## config.mk

```make
export PLATFORM = sky130hd
export DESIGN_NAME = id_stage_pipe
export DESIGN_NICKNAME = d
export VERILOG_FILES = /design/src/rtl/id_stage_pipe.sv
export SDC_FILE = /design/constraint.sdc
export NUM_CORES = 1
export LEC_CHECK = 0
export ABC_AREA = 0
export CORE_AREA = 2 2 229 231
export DETAILED_ROUTE_END_ITERATION = 10
export DIE_AREA = 0 0 231 233
export GPL_ROUTABILITY_DRIVEN = 0
export GPL_TIMING_DRIVEN = 0
export PLACE_DENSITY = 0.61
export RECOVER_POWER = 50
export SETUP_SLACK_MARGIN = 0.3
export SYNTH_ARGS = -nofsm -noshare
export SYNTH_HDL_FRONTEND = slang
export SYNTH_HIERARCHICAL = 1
export SYNTH_SLANG_ARGS = --single-unit
export TNS_END_PERCENT = 50
```

## constraint.sdc

```tcl
create_clock -name clk -period 4.8 [get_ports clk]
set_input_delay 0.96 -clock clk [delete_from_list [all_inputs] [get_ports clk]]
set_output_delay 0.96 -clock clk [all_outputs]
set_load 0.05 [all_outputs]
```

## src/rtl/id_stage_pipe.sv

```systemverilog
// RISC-V integer-ALU decode stage: registered bundle with valid/ready on both sides.
// Optional macro ID_FORWARD_EN: forward EX/MEM writes instead of stalling on RAW hazards.

module id_src_sel #(
  parameter int XLEN = 64
) (
  input  logic            en,
  input  logic [4:0]      rs,
  input  logic [XLEN-1:0] rf_data,
  input  logic            ex_wen,
  input  logic [4:0]      ex_waddr,
  input  logic [XLEN-1:0] ex_wdata,
  input  logic            mem_wen,
  input  logic [4:0]      mem_waddr,
  input  logic [XLEN-1:0] mem_wdata,
  output logic [4:0]      addr,
  output logic [XLEN-1:0] val,
  output logic            stall
);
  logic ex_hit, mem_hit;

  assign addr    = en ? rs : 5'd0;
  assign ex_hit  = ex_wen && (ex_waddr == rs);
  assign mem_hit = mem_wen && (mem_waddr == rs);

  // Without forwarding a hit always stalls, so the forwarded value is never
  // captured and this mux reduces to the regfile value in that build.
  always_comb begin
    if (rs == 5'd0)   val = '0;
    else if (ex_hit)  val = ex_wdata;
    else if (mem_hit) val = mem_wdata;
    else              val = rf_data;
  end

`ifdef ID_FORWARD_EN
  assign stall = 1'b0;
`else
  assign stall = en && (rs != 5'd0) && (ex_hit || mem_hit);
`endif
endmodule

module id_stage_pipe #(
  parameter int XLEN = 64
) (
  input  logic            clk,
  input  logic            rst,
  input  logic            flush,
  input  logic            in_valid,
  output logic            in_ready,
  input  logic [XLEN-1:0] in_pc,
  input  logic [31:0]     in_inst,
  output logic            reg1_read_enable,
  output logic            reg2_read_enable,
  output logic [4:0]      reg1_addr,
  output logic [4:0]      reg2_addr,
  input  logic [XLEN-1:0] reg1_data,
  input  logic [XLEN-1:0] reg2_data,
  input  logic            ex_wen,
  input  logic [4:0]      ex_waddr,
  input  logic [XLEN-1:0] ex_wdata,
  input  logic            mem_wen,
  input  logic [4:0]      mem_waddr,
  input  logic [XLEN-1:0] mem_wdata,
  output logic            out_valid,
  input  logic            out_ready,
  output logic [XLEN-1:0] out_pc,
  output logic [7:0]      aluop_o,
  output logic [3:0]      alusel_o,
  output logic [XLEN-1:0] oprand1,
  output logic [XLEN-1:0] oprand2,
  output logic [4:0]      reg_write_addr_o,
  output logic            reg_write_enable_o,
  output logic            illegal_o
);
  localparam logic [6:0] OPC_OP     = 7'b0110011;
  localparam logic [6:0] OPC_IMM    = 7'b0010011;
  localparam logic [6:0] OPC_LUI    = 7'b0110111;
  localparam logic [6:0] OPC_AUIPC  = 7'b0010111;
  localparam logic [6:0] OPC_OP32   = 7'b0111011;
  localparam logic [6:0] OPC_IMM32  = 7'b0011011;
  localparam logic       HAS_WORD   = (XLEN == 64);

  typedef struct packed {
    logic [XLEN-1:0] pc;
    logic [7:0]      aluop;
    logic [3:0]      alusel;
    logic [XLEN-1:0] op1;
    logic [XLEN-1:0] op2;
    logic [4:0]      rd;
    logic            we;
    logic            ill;
  } bundle_t;

  logic [6:0]  opc;
  logic [2:0]  f3;
  logic        is_op, is_imm, is_lui, is_auipc, is_word, legal, alt;
  logic [1:0]  src_en, src_stall;
  logic [1:0][4:0]      src_rs, src_addr;
  logic [1:0][XLEN-1:0] src_rf, src_val;
  logic signed [11:0]   imm_i_s;
  logic signed [31:0]   imm_u_s;
  logic [XLEN-1:0]      imm_i, imm_u;
  logic        hazard_stall;
  bundle_t     dec, q;

  assign opc = in_inst[6:0];
  assign f3  = in_inst[14:12];

  always_comb begin
    is_op = 1'b0; is_imm = 1'b0; is_lui = 1'b0; is_auipc = 1'b0; is_word = 1'b0;
    case (opc)
      OPC_OP:    is_op = 1'b1;
      OPC_IMM:   is_imm = 1'b1;
      OPC_LUI:   is_lui = 1'b1;
      OPC_AUIPC: is_auipc = 1'b1;
      OPC_OP32:  begin is_op  = HAS_WORD; is_word = HAS_WORD; end
      OPC_IMM32: begin is_imm = HAS_WORD; is_word = HAS_WORD; end
      default:   ;
    endcase
  end

  assign legal   = is_op | is_imm | is_lui | is_auipc;
  // Only the shift-immediates carry an arithmetic/logical select in bit 30.
  assign alt     = is_op ? in_inst[30] : (is_imm && f3[1:0] == 2'b01) ? in_inst[30] : 1'b0;
  assign imm_i_s = in_inst[31:20];
  assign imm_u_s = {in_inst[31:12], 12'b0};
  assign imm_i   = XLEN'(imm_i_s);
  assign imm_u   = XLEN'(imm_u_s);

  assign src_en = {is_op, is_op | is_imm};
  assign src_rs = {in_inst[24:20], in_inst[19:15]};
  assign src_rf = {reg2_data, reg1_data};

  for (genvar i = 0; i < 2; i++) begin : g_src
    id_src_sel #(.XLEN(XLEN)) u_src (
      .en(src_en[i]), .rs(src_rs[i]), .rf_data(src_rf[i]),
      .ex_wen(ex_wen), .ex_waddr(ex_waddr), .ex_wdata(ex_wdata),
      .mem_wen(mem_wen), .mem_waddr(mem_waddr), .mem_wdata(mem_wdata),
      .addr(src_addr[i]), .val(src_val[i]), .stall(src_stall[i])
    );
  end

  assign reg1_read_enable = src_en[0];
  assign reg2_read_enable = src_en[1];
  assign reg1_addr        = src_addr[0];
  assign reg2_addr        = src_addr[1];
  assign hazard_stall     = |src_stall;

  always_comb begin
    dec     = '0;
    dec.pc  = in_pc;
    dec.ill = !legal;
    if (legal) begin
      dec.alusel = 4'd1;
      dec.we     = 1'b1;
      dec.rd     = in_inst[11:7];
      dec.aluop  = (is_op || is_imm) ? {3'b0, is_word, alt, f3} : 8'h00;
      dec.op1    = is_auipc ? in_pc : is_lui ? '0 : src_val[0];
      dec.op2    = is_op ? src_val[1] : is_imm ? imm_i : imm_u;
    end
  end

  assign in_ready = !rst && !hazard_stall && (!out_valid || out_ready);

  always_ff @(posedge clk) begin
    if (rst) begin
      out_valid <= 1'b0;
      q         <= '0;
    end else if (flush) begin
      out_valid <= 1'b0;
    end else if (in_valid && in_ready) begin
      out_valid <= 1'b1;
      q         <= dec;
    end else if (out_ready) begin
      out_valid <= 1'b0;
    end
  end

  assign out_pc             = q.pc;
  assign aluop_o            = q.aluop;
  assign alusel_o           = q.alusel;
  assign oprand1            = q.op1;
  assign oprand2            = q.op2;
  assign reg_write_addr_o   = q.rd;
  assign reg_write_enable_o = q.we;
  assign illegal_o          = q.ill;
endmodule

```

# Word level (Yosys, flattened, before mapping)
# Cells that the tools add are included.
dict set report totals {
  register_bits 212
  word_cells 78
  out_inout_bits 225
  in_bits 369
}
dict set report op_classes {
  muxes 23
  n_reduce_logical 31
  bitwise 4
  eq_ne 11
}
# cell count
set op_table {}
lappend op_table {{$mux W64} 9}
lappend op_table {{$mux W143} 1}
lappend op_table {{$mux W31} 1}
lappend op_table {{$eq A7 B5 Y1 const B} 3}
lappend op_table {{$eq A7 B6 Y1 const B} 3}
lappend op_table {{$eq A5 B5 Y1} 4}
lappend op_table {{$mux W5} 3}
lappend op_table {{$logic_and A1 B1 Y1} 12}
lappend op_table {{$logic_not A5 Y1} 2}
lappend op_table {{$reduce_bool A5 Y1} 2}
lappend op_table {{$reduce_or A2 Y1} 5}
lappend op_table {{$mux W1} 9}
lappend op_table {{$logic_not A1 Y1} 4}
lappend op_table {{$logic_or A1 B1 Y1} 4}
lappend op_table {{$or A1 B1 Y1} 3}
lappend op_table {{$eq A2 B1 Y1 const B} 1}
lappend op_table {{$reduce_and A2 Y1} 1}
lappend op_table {{$reduce_bool A2 Y1} 1}
lappend op_table {{$not A1 Y1} 1}

# Logic depth before layout (Yosys ltp)
# Gate-level depths: netlist (run 1).
dict set report logic_depth {
  depth_word 12
  ltp_mapped 14
  depth_no_buf 8
}

# By module
# Netlist (run 1), hierarchy kept.
# mod n_inst area_each_um2 cells_per_inst
set by_module_without_submodules {}
lappend by_module_without_submodules {id_stage_pipe 1 8514.4 915}
lappend by_module_without_submodules {id_src_sel 2 2063.2 344}

# Least setup slack after synthesis (run 1)
# OpenSTA, ideal clock, no wires.
dict set report synth_path {
  kind {in2out}
  start {in in_inst[6]}
  end {out in_ready}
  setup_slack_ns 1.015
  cell_stages 9
  path_buffers 3
  arrival_ns 2.825
  path_cell_list {nand4b_4 nor2_1 buf_2 buf_4 buf_2 o21ai_0 a21oi_1 nor3_2 nor2b_1}
}
dict set report synth_via {
  elab_chain_cells 10
}
# element line
set synth_lines {}
lappend synth_lines {{from (decl)} 51} ;# input logic [31:0] in_inst,
lappend synth_lines {{$eq A7 B6 Y1 or $eq A7 B5 Y1 (tied branches)} 111} ;# case (opc)
lappend synth_lines {{$reduce_or A2 Y1 (no source line)} --}
lappend synth_lines {{$mux W1} 111}
lappend synth_lines {{$or A1 B1 Y1 (*)} 130} ;# assign src_en = {is_op, is_op | is_imm};
lappend synth_lines {{net reg1_read_enable} 52} ;# output logic reg1_read_enable,
lappend synth_lines {{$logic_and A1 B1 Y1 (*) (2 in series)} 38} ;# assign stall = en && (rs != 5'd0) && (ex_hit || mem_hit);
lappend synth_lines {{net src_stall[0]} 97} ;# logic [1:0] src_en, src_stall;
lappend synth_lines {{$reduce_or A2 Y1 (*)} 147} ;# assign hazard_stall = |src_stall;
lappend synth_lines {{$logic_not A1 Y1 (*)} 163} ;# assign in_ready = !rst && !hazard_stall && (!out_valid || out_ready);
lappend synth_lines {{$logic_and A1 B1 Y1 (*) (2 in series)} 163}
lappend synth_lines {{to (decl)} 49} ;# output logic in_ready,
# The timed path passes the listed nets; every way through them passes the cells marked *.

# Worst setup path in the final report (run 1)
dict set report layout_path {
  start {in in_inst[0]}
  end {out reg1_addr[2]}
}
dict set report layout_via {
  elab_chain_cells 5
}
# element line
set layout_lines {}
lappend layout_lines {{$eq A7 B6 Y1 or $eq A7 B5 Y1 (tied branches)} 111}
lappend layout_lines {{$reduce_or A2 Y1 (no source line)} --}
lappend layout_lines {{$mux W1} 111}
lappend layout_lines {{$or A1 B1 Y1 (*)} 130}
lappend layout_lines {{$mux W5 (*)} 22} ;# assign addr = en ? rs : 5'd0;
lappend layout_lines {{to (decl)} 54} ;# output logic [4:0] reg1_addr,
# Every way passes the cells marked *; elsewhere a longest branch is shown, timed or not.

==> impl_metrics.json, run 1 <==
{
  "htree_levels": 1,
  "r2r_slack_ns": 2.36,
  "cp_common_cell": "buf_4",
  "cp-endpoint": "reg1_addr[2]",
  "die-width_um": 231,
  "portBuffers": 586,
  "cts_root_buf": "clkbuf_16",
  "r2r-start": "out_valid",
  "nets": 2593,
  "crit_fanout": 16,
  "wire_per_inst_um": 27.2,
  "initial_core_util_pct": 24.7,
  "hpwl_um": 61300,
  "drive_above_1_share_pct": 8.89,
  "post-route-cell-area_mm2": 0.0203,
  "drtPass1Iterations": 8,
  "ys_types": 45,
  "crit_arrival_ns": 3.51,
  "fin_skew_ns": 0.0164,
  "grt_pass1_wl_um": 111000,
  "syn_avg_cell_area_um2": 7.89,
  "vias": 16400,
  "required_ns": 3.84,
  "yosysSeqAreaShare_pct": 32.5,
  "ios": 594,
  "crit_start": "in_inst[0]",
  "cp_num_buf_inv": 5,
  "maxCapViolCount": 0,
  "ys.flop_type": "dfxtp_1",
  "post-route-period-util_pct": 93.0,
  "period_minus_slack_ns": 4.47,
  "crit_path_start_kind": "primary input",
  "critPathSlowestCell": "clkdlybuf4s50_1",
  "r2r_cells": 6,
  "hp-class": "register to register",
  "vdd_drop_max_mv": 0.231,
  "hold_viol": 0,
  "worstMarginPinSlew_ns": 1.25,
  "cp.depth": 8,
  "r2r-end": "oprand1[33]",
  "report.final.setup_viol": 0,
  "power_leakage_nw": 7.13,
  "grt_max_degree": 17,
  "clk_pin_slew_ns": 0.06,
  "area.growth.synth_to_final_pct": 60.5,
  "clock_latency_ns": 0.56,
  "wirelength_um": 79500,
  "fmax_mhz": 224,
  "synth_edf_count": 0,
  "finalMaxSlewViolations": 0,
  "num_rows": 83,
  "slew_headroom_pct": 17.0,
  "grt_pass1_vias": 16100,
  "status": "finished, final reports clean",
  "viasPerCell": 5.60,
  "postSynthCellCount": 1603,
  "clockBufferDepth": 3,
  "grt-ovfl-total": 0,
  "powerDensity_mw_per_mm2": 246,
  "path_delay_family": "buffers and inverters",
  "cts_tree": "yes",
  "cts.sinks": 205,
  "synth_seq_cells": 205,
  "path_class": "primary input to output pin",
  "ys_warn_count": 6,
  "synthArstFlopShare_pct": 0,
  "cp_slowest_stage_delay_ns": 0.80,
  "antenna_found_initial": 4,
  "grt_usage_pct": 28.1,
  "drt_iter0_markers": 1462,
  "rsz0062_at_grt": "true",
  "dieArea_mm2": 0.0538,
  "core_mm2": 0.0511,
  "finalPower_mw": 5.00,
  "worstPathCellList": "clkdlybuf4s50_1 > nand4b_4 > nor2_1 > buf_4 > buf_4 > buf_4 > and2_1 > clkdlybuf4s50_1",
  "hold_buffers": 0,
  "numCtsBuffers": 27,
  "die_h_um": 233,
  "antenna_left": 0,
  "worstSetupEndpointType": "output pin",
  "synth_area_mm2": 0.0126,
  "place_area_mm2": 0.0194,
  "remaining_drc_errors": 0
}
==> power breakdown <==
| group | total (mW) | internal [mW] | switching, mW |
|---|---|---|---|
| sequential | 1.74 | 1.72 | 0.0116 |
| clock | 2.08 | 1.25 | 0.836 |
| combinational | 1.18 | 0.491 | 0.690 |
==> cells in the mapped netlist (all sizes together) (64+ instances only) <==
cell     instances  share of area, %
a21oi          136               5.4
a311oi         126               8.7
buf            134               5.7
clkbuf          80               2.4
dfxtp          205                32
mux2i           64               5.1
nand2          169               5.1
nand4          131               6.5
nor2b           67               3.3
nor3           130               5.2
o21ai          132               5.2
o2bb2ai         97               6.7
==> cells by family (layout without fill, tap and decap cells) <==
family / after synthesis / count (layout) / synth area share, %
mux: 75 / 75 / 6.05
xor+xnor: 20 / 20 / 1.39
other cells: 1 / 11 / 0.0297
simple gates: 563 / 563 / 23.5
compound gates: 523 / 523 / 28.5
buf+inv: 216 / 847 / 8.11
flops: 205 / 205 / 32.5
==> placed cells by master, fill, tap and decap left out, drive strengths merged, types with 116 or more instances in the layout <==
cell type and count:
clkbuf 116, nand2 169, nor3 130, dfxtp 205
o21ai 132, dlygate4sd3 207, nand4 131, clkdlybuf4s50 365
a21oi 136, a311oi 126, buf 135
==> metrics by stage <==
step	hold slack, ns	setup TNS [ns]	utilization, %	cells	setup WS [ns]
finish	0.450	0	39.7	2924	0.334
global route	0.471	0	39.7	2920	0.143
CTS	0.455	0	39.7	2919	0.245
detailed placement	0.444	-35.21	37.9	2874	-0.787
global placement	0.439	-30.21	37.9	2874	-0.775
floorplan	0.671	0	-	1608	1.01
==> sequential cells by signal, summed over array words and instances, names as in the netlist <==
name,flops
oprand1,64
oprand2,64
out_pc,64
aluop_o,5
reg_write_addr_o,5
alusel_o,1
illegal_o,1
out_valid,1
==> worst min path at each step <==
stage | start | to | slack [ns] | cells past startpoint
floorplan | aluop_o[0] | aluop_o[0] | 0.67 | 2
global placement | aluop_o[4] | aluop_o[4] | 0.44 | 2
detailed placement | oprand2[2] | oprand2[2] | 0.44 | 2
CTS | out_pc[58] | out_pc[58] | 0.46 | 2
global route | out_pc[58] | out_pc[58] | 0.47 | 2
finish | aluop_o[0] | aluop_o[0] | 0.45 | 2
==> layer usage <==
| layer | GRT usage (%) | routed length [um] |
|---|---|---|
| met2 | 47.0 | 36400 |
| met4 | 13.1 | 4030 |
| met3 | 6.67 | 7160 |
| met1 | 34.1 | 31800 |
| met5 | 0 | 15 |
==> worst min-delay path, stage by stage, from the launching register on <==
cell     delay [ns]
dfxtp_1        0.30
nand2_1        0.05
a21oi_1        0.05
==> what timing repair did <==
action | in CTS | in global routing
gates cloned | 0 | 0
endpoints found under the setup margin | 44 | 4
pin swaps | 1 | 0
hold endpoints to repair | 0 | 0
resized for setup | 25 | 4
buffers inserted | 1 | 0
==> area by class of cell <==
class                      instances  area, um2
inverter                           2       7.51
buffer                           214       1030
timing repair buffer             587       5860
fill                            5222      30800
multi-input combinational       1187       7530
antenna                            5       12.5
clock buffer                      35        746
tap                              680        851
clock inverter                     9        139
sequential                       205       4100
No activity file was read; power rests on OpenSTA's default activity.
==> run 2: changes to the inputs <==
CORE_AREA = 2 2 230 232   (was 2 2 229 231)
DIE_AREA = 0 0 232 234   (was 0 0 231 233)
DONT_BUFFER_PORTS = 1   (was unset)
PLACE_DENSITY = 0.46   (was 0.61)
==> run 2 against run 1 <==
First-iteration DRC count decreased by 11%. Highest routed layer is now met4. Via count is 14% lower. Die area increased by 0.86%. Core utilization fell by 12 points. Count of clock-buffer cells in the layout is 6 higher. Routed wire length fell by 3.4%. Largest cell class unchanged.
==> impl_metrics.json, run 2 (synthesis results as in run 1) <==
{
  "antenna_found_initial": 5,
  "grt_max_degree": 17,
  "slew_headroom_pct": 11.2,
  "clockBufferDepth": 3,
  "die-width_um": 232,
  "worstSetupEndpointType": "register",
  "rsz0062_at_grt": "true",
  "crit_arrival_ns": 4.93,
  "report.final.setup_viol": 0,
  "power_leakage_nw": 4.14,
  "fin_skew_ns": 0.0226,
  "drt_iter0_markers": 1298,
  "core_mm2": 0.0520,
  "remaining_drc_errors": 0,
  "antenna_left": 0,
  "portBuffers": 0,
  "dieArea_mm2": 0.0543,
  "cts_resized": 5,
  "cts.sinks": 205,
  "path_class": "primary input to register",
  "hold_buffers": 0,
  "path_delay_family": "buffers and inverters",
  "cts_root_buf": "clkbuf_16",
  "r2r_slack_ns": 1.86,
  "status": "finished, final reports clean",
  "cts_tree": "yes",
  "final_common_cell": "dfxtp_1",
  "wirelength_um": 76800,
  "critPathSlowestCell": "nor3_2",
  "drive_above_1_share_pct": 11.8,
  "cp_slowest_stage_delay_ns": 0.64,
  "grt_usage_pct": 26.6,
  "post-route-period-util_pct": 92.4,
  "post-route-util_pct": 27.7,
  "fmax_mhz": 225,
  "setup_tns_ns": 0,
  "crit_path_start_kind": "primary input",
  "initial_core_util_pct": 24.3,
  "viasPerCell": 5.98,
  "final_cell_mix": "dfxtp_1 (205), nand2_1 (168), a21oi_1 (136)",
  "hold_viol": 0,
  "whs_ns": 0.508,
  "area.growth.synth_to_final_pct": 14.0,
  "vias": 14000,
  "finalMaxSlewViolations": 0,
  "powerDensity_mw_per_mm2": 315,
  "hpwl_um": 59400,
  "cp_num_buf_inv": 5,
  "grt_pass1_wl_um": 103000,
  "htree_levels": 1,
  "ios": 594,
  "maxCapViolCount": 0,
  "num_rows": 84,
  "worstMarginPinSlew_ns": 1.33,
  "hp-class": "primary input to register",
  "crit_fanout": 16,
  "numCtsBuffers": 27,
  "required_ns": 5.29,
  "die_h_um": 234,
  "grt-ovfl-total": 0,
  "nets": 2006,
  "drtPass1Iterations": 5,
  "worstPathCellList": "clkbuf_2 > inv_1 > nor3_2 > buf_4 > o21ai_0 > a21oi_1 > nor3_2 > and4bb_2 > nor2_1 > buf_2 > buf_2 > o2bb2ai_1",
  "grt_pass1_vias": 13500,
  "clock_latency_ns": 0.58,
  "clk_pin_slew_ns": 0.06,
  "vdd_drop_max_mv": 0.246,
  "wire_per_inst_um": 32.7,
  "period_minus_slack_ns": 4.44,
  "postCtsSetupBuffers": 0
}
==> run 2: report_power, final <==
group	switching, mW	leakage (nW)	internal, mW
Combinational	0.491	2.07	0.205
Sequential	0.0938	1.66	1.72
Clock	0.850	0.421	1.18
==> run 2: layout make-up <==
cell class / count / area (um2)
Clock inverter: 7 / 73.8
Sequential cell: 205 / 4100
Multi-Input combinational cell: 1187 / 7540
Fill cell: 5803 / 37600
Tap cell: 688 / 861
Buffer: 214 / 1030
Antenna cell: 5 / 12.5
Inverter: 2 / 7.51
Clock buffer: 41 / 788
==> run 2: metrics by stage <==
step / total power, mW / instances / instance area [um2] / worst slack, ns
2_1_floorplan: 2.30 / 1608 / 12700 / 1.01
3_3_place_gp: 2.53 / 2296 / 13500 / -0.534
3_5_place_dp: 2.54 / 2296 / 13500 / -0.579
4_1_cts: 4.58 / 2344 / 14400 / 0.366
5_1_grt: 4.70 / 2344 / 14400 / 0.181
6_report: 4.54 / 2349 / 14400 / 0.364
==> run 2: final timing paths <==
| kind | start | end | depth (start not counted) |
|---|---|---|---|
| setup / recovery | in_inst[5] | oprand1[39] | 12 |
| hold / removal | in_pc[22] | out_pc[22] | 2 |
| setup reg to reg | out_valid | oprand1[39] | 6 |
| hold reg to reg | out_pc[57] | out_pc[57] | 2 |
==> run 2: worst register-to-register path: cells and delay by family, from the launching register on <==
kind            cells  cell delay, ns
flops               1            0.66
buf+inv             2            0.93
simple gates        3            1.11
compound gates      1            0.16
==> run 2: metal layers <==
layer  GRT usage (%)  part of all wire, %  vias to the layer above  routed length [um]
li1                -                    -                     6187                   -
met2            43.9                   46                      919               35400
met1            30.8                   38                     6765               28900
met4            11.8                  4.5                        0                3450
met3            9.82                   12                      169                9050
met5               0                    0                        -                   0
